===== config.mk =====
export PLATFORM = sky130hd
export DESIGN_NAME = gray_fifo_ctrl
export DESIGN_NICKNAME = d
export VERILOG_FILES = /design/src/rtl/gray_fifo_ctrl.sv
export SDC_FILE = /design/constraint.sdc
export NUM_CORES = 1
export LEC_CHECK = 0
export CORE_UTILIZATION = 50
export DETAILED_ROUTE_END_ITERATION = 8
export PLACE_DENSITY = 0.82
export SLEW_MARGIN = 10
export SYNTH_ARGS = -nofsm -noshare
export SYNTH_HDL_FRONTEND = slang
export SYNTH_SLANG_ARGS = --single-unit

===== constraint.sdc =====
create_clock -name clk -period 3.6 [get_ports clk]
set_input_delay 0.72 -clock clk [delete_from_list [all_inputs] [get_ports clk]]
set_output_delay 0.72 -clock clk [all_outputs]
set_load 0.02 [all_outputs]

===== src/rtl/gray_fifo_ctrl.sv =====
// Single-clock FIFO controller: binary/gray write and read pointer pairs around an
// external 2**ASIZE-entry dual-port RAM, with registered full/empty/level/threshold flags.
module gray_fifo_ctrl #(
    parameter int ASIZE    = 4,
    parameter int AF_LEVEL = 14,
    parameter int AE_LEVEL = 2
) (
    input  logic             clk,
    input  logic             rst,
    input  logic             wr_req,
    input  logic             rd_req,
    input  logic             clr_err,
    output logic             wen,
    output logic             ren,
    output logic [ASIZE-1:0] waddr,
    output logic [ASIZE-1:0] raddr,
    output logic [ASIZE:0]   wptr_gray,
    output logic [ASIZE:0]   rptr_gray,
    output logic             full,
    output logic             empty,
    output logic             almost_full,
    output logic             almost_empty,
    output logic [ASIZE:0]   level,
    output logic             ovf,
    output logic             udf
);

    localparam logic [ASIZE:0] AF_L = (ASIZE+1)'(AF_LEVEL);
    localparam logic [ASIZE:0] AE_L = (ASIZE+1)'(AE_LEVEL);

    logic [ASIZE:0] wbin_q, wbin_d, wgray_q, wgray_d;
    logic [ASIZE:0] rbin_q, rbin_d, rgray_q, rgray_d;
    logic [ASIZE:0] level_q, level_d;
    logic           full_q, full_d, empty_q, empty_d;
    logic           af_q, af_d, ae_q, ae_d;
    logic           ovf_q, ovf_d, udf_q, udf_d;

    // Requests are gated by the registered flags, so a full FIFO rejects a write
    // even when a read is accepted on the same edge (no fall-through either way).
    assign wen = wr_req & ~full_q;
    assign ren = rd_req & ~empty_q;

    always_comb begin
        wbin_d  = wbin_q + {{ASIZE{1'b0}}, wen};
        rbin_d  = rbin_q + {{ASIZE{1'b0}}, ren};
        wgray_d = (wbin_d >> 1) ^ wbin_d;
        rgray_d = (rbin_d >> 1) ^ rbin_d;
        empty_d = (wgray_d == rgray_d);
        // Full when the pointers differ by exactly one lap: top two gray bits inverted.
        full_d  = (wgray_d == {~rgray_d[ASIZE:ASIZE-1], rgray_d[ASIZE-2:0]});
        level_d = wbin_d - rbin_d;
        af_d    = (level_d >= AF_L);
        ae_d    = (level_d <= AE_L);
        ovf_d   = (wr_req & full_q) | (ovf_q & ~clr_err);
        udf_d   = (rd_req & empty_q) | (udf_q & ~clr_err);
    end

    always_ff @(posedge clk or negedge rst) begin
        if (!rst) begin
            wbin_q  <= '0;
            wgray_q <= '0;
            rbin_q  <= '0;
            rgray_q <= '0;
            level_q <= '0;
            full_q  <= 1'b0;
            empty_q <= 1'b1;
            af_q    <= 1'b0;
            ae_q    <= 1'b1;
            ovf_q   <= 1'b0;
            udf_q   <= 1'b0;
        end else begin
            wbin_q  <= wbin_d;
            wgray_q <= wgray_d;
            rbin_q  <= rbin_d;
            rgray_q <= rgray_d;
            level_q <= level_d;
            full_q  <= full_d;
            empty_q <= empty_d;
            af_q    <= af_d;
            ae_q    <= ae_d;
            ovf_q   <= ovf_d;
            udf_q   <= udf_d;
        end
    end

    assign waddr        = wbin_q[ASIZE-1:0];
    assign raddr        = rbin_q[ASIZE-1:0];
    assign wptr_gray    = wgray_q;
    assign rptr_gray    = rgray_q;
    assign full         = full_q;
    assign empty        = empty_q;
    assign almost_full  = af_q;
    assign almost_empty = ae_q;
    assign level        = level_q;
    assign ovf          = ovf_q;
    assign udf          = udf_q;

endmodule


==> impl_metrics.py <==
metrics = {
    "cells_and_area": {
        "drive_above_1_share_pct": 14.6,
        "area_growth_pct": 34.3,
        "diodes": 0,
        "num-nets-final": 155,
        "final_area_um2": 1720,
    },
    "sta": {
        "slew_headroom_pct": 75.8,
        "final_max_slew_viol_count": 0,
        "setup_violations": 0,
        "fin_tns_setup_ns": 0,
        "fmax_mhz": 339,
        "post-route-period-util_pct": 82.0,
        "setup_slack_ns": 0.649,
        "tightest_slew_ns": 0.361,
        "clock_skew_ns": 0.00559,
        "period_needed_ns": 2.95,
        "rsz0062_at_grt": "false",
        "final-hold-violation-count": 0,
    },
    "critical_path": {
        "critPathKind": "in -> reg",
        "cpPeakStageDelay_ns": 0.49,
        "worst_path_max_delay_cell": "clkdlybuf4s50_1",
        "cpMostUsedCell": "ha_1",
        "path_cells": "clkdlybuf4s50_1, nor2b_1, ha_1, ha_1, xnor2_1, ha_1, o21ai_0, a221oi_2, or3_4, and4_1",
        "crit_fanout": 3,
        "path_buf_inv": 1,
        "startpoint_type": "primary input",
        "required_ns": 3.86,
        "crit_family": "adder cells",
        "critical_path_arrival_ns": 3.21,
        "worstSetupEndpointType": "flip-flop",
    },
    "synthesis": {
        "synth_edf_count": 0,
        "synth.avg_cell_area_um2": 12.7,
        "yosysSeqAreaShare_pct": 56.8,
        "ys_types": 24,
        "syn_inst": 101,
        "synth_most_common_cell": "dfrtp_1",
        "yosysTopAreaCell": "dfrtp_1",
        "ys_async_sr_fraction_pct": 100,
        "synthTopCellsByCount": "27 x dfrtp_1, 12 x inv_1, 9 x xnor2_1",
        "synth_area_leaders": "dfrtp_1 53%, ha_1 6.8%, xnor2_1 6.2%",
        "ys_warn_count": 0,
        "ys_seq_elements": 29,
        "syn_area_um2": 1280,
        "synthFlopType": "dfrtp_1",
        "synth_fp_nets": 113,
        "synth_top_area_share_pct": 52.7,
    },
    "routing": {
        "antenna_left": 0,
        "via_per_inst": 4.90,
        "firstDrtPassIters": 4,
        "drtIter0Drc": 5,
        "drc": 0,
        "totalWireLength_um": 2390,
        "num_vias": 842,
        "wire_per_inst_um": 13.9,
    },
    "floorplan": {
        "die_h_um": 52.6,
        "io_pins": 36,
        "core-area_um2": 2320,
        "fp-row-count": 17,
        "die_x_um": 52.6,
        "die-area_um2": 2770,
        "start_util_pct": 55.3,
    },
    "clocking": {
        "clkSinkCount": 29,
        "cts_hold_buf": 0,
        "cts_buffer_depth": 2,
        "clkSlewWorstSetupHoldPaths_ns": 0.09,
        "post_cts_buffers": 0,
        "numCtsBuffers": 5,
        "clock-root-buffer": "clkbuf_4",
        "cts_tree": "done",
        "clk_latency_ns": 0.32,
        "cts-resized-gates": 0,
        "htreeDepth": 2,
    },
    "placed_design": {
        "io_buffers": 35,
        "place.gp.congestion": 0.769,
        "placed_cell_area_um2": 1670,
        "pre_cts_ws_ns": 0.310,
        "hpwl_um": 1890,
    },
    "job": {
        "cap_violations": 0,
    },
    "grt": {
        "grt_pass1_vias": 907,
        "antenna_found_initial": 0,
        "grt_max_degree": 30,
        "grt_pass1_wl_um": 3910,
        "grt_usage_pct": 20.9,
        "overflow": 0,
    },
    "min_path": {
        "worstHoldPathType": "reg -> reg",
    },
    "run_status": {
        "outcome": "completed",
    },
}
area by class of cell:
cell class	count	area (µm²)
clock buffer	6	41.3
clock inverter	2	10.0
fill	164	598
inverter	13	48.8
multi-input combinational	58	499
sequential	29	728
tap	28	35.0
timing repair buffer	36	358
worst paths after layout:
path / startpoint / to / slack [ns] / cells after the start
worst min-delay path: full / ovf / 0.54 / 2
worst min register to register: full / ovf / 0.54 / 2
worst max-delay path: wr_req / almost_empty / 0.65 / 10
max in group asynchronous: rst / almost_empty / 2.52 / 2
min in group asynchronous: rst / rbin_q[0] / 0.77 / 2
worst max register to register: empty / almost_empty / 1.06 / 9
cell usage in the layout (no fill, tap or decap), types with 3 or more instances in the layout:
cell             synthesis  routed
clkbuf_4                 0       5
clkdlybuf4s50_1          0      35
dfrtp_1                 27      27
ha_1                     7       7
inv_1                   12      12
nand2_1                  4       4
nand3_1                  3       3
nor2_1                   3       3
nor2b_1                  4       4
o21ai_0                  4       4
xnor2_1                  9       9
xnor2_2                  3       3
xor2_1                   7       7
per-stage QoR:
stage,cells,hold slack (ns),util (%)
4_1_cts,172,0.537,74.2
3_5_place_dp,164,0.523,72.0
5_1_grt,172,0.583,74.2
3_3_place_gp,164,0.493,72.0
2_1_floorplan,101,0.424,-
6_report,172,0.542,74.2
tightest hold or removal path, stage by stage (launching register included):
cell and delay (ns):
dfrtp_1 0.39, nand2_1 0.06, o21ai_0 0.06
logic make-up after synthesis:
| kind of cell | share of synthesized area [%] |
|---|---|
| flip-flops | 56.8 |
| XOR/XNOR | 17.3 |
| AO/OA/AOI/OAI | 4.30 |
| buffers and inverters | 4.20 |
| adder cells (fa/ha/maj) | 8.59 |
| AND/OR/NAND/NOR | 8.79 |
state kept, by name (all words and copies together) (netlist names), 4 cells and up:
signal / count
wbin_q: 5
rptr_gray: 4
rbin_q: 5
level: 5
wptr_gray: 4
per-layer routing:
| layer | track usage, % | vias to the layer above | routed length (µm) | part of all wire, % |
|---|---|---|---|---|
| li1 | - | 408 | - | - |
| met1 | 23.1 | 401 | 989 | 41 |
| met2 | 36.3 | 27 | 1230 | 52 |
| met3 | 7.54 | 6 | 125 | 5.2 |
| met4 | 7.89 | 0 | 38 | 1.6 |
| met5 | 0 | - | 0 | 0 |
Power is left out: the tool's default activity adds up to more than one toggle a clock period on the data nets, which glitch-free logic cannot reach.
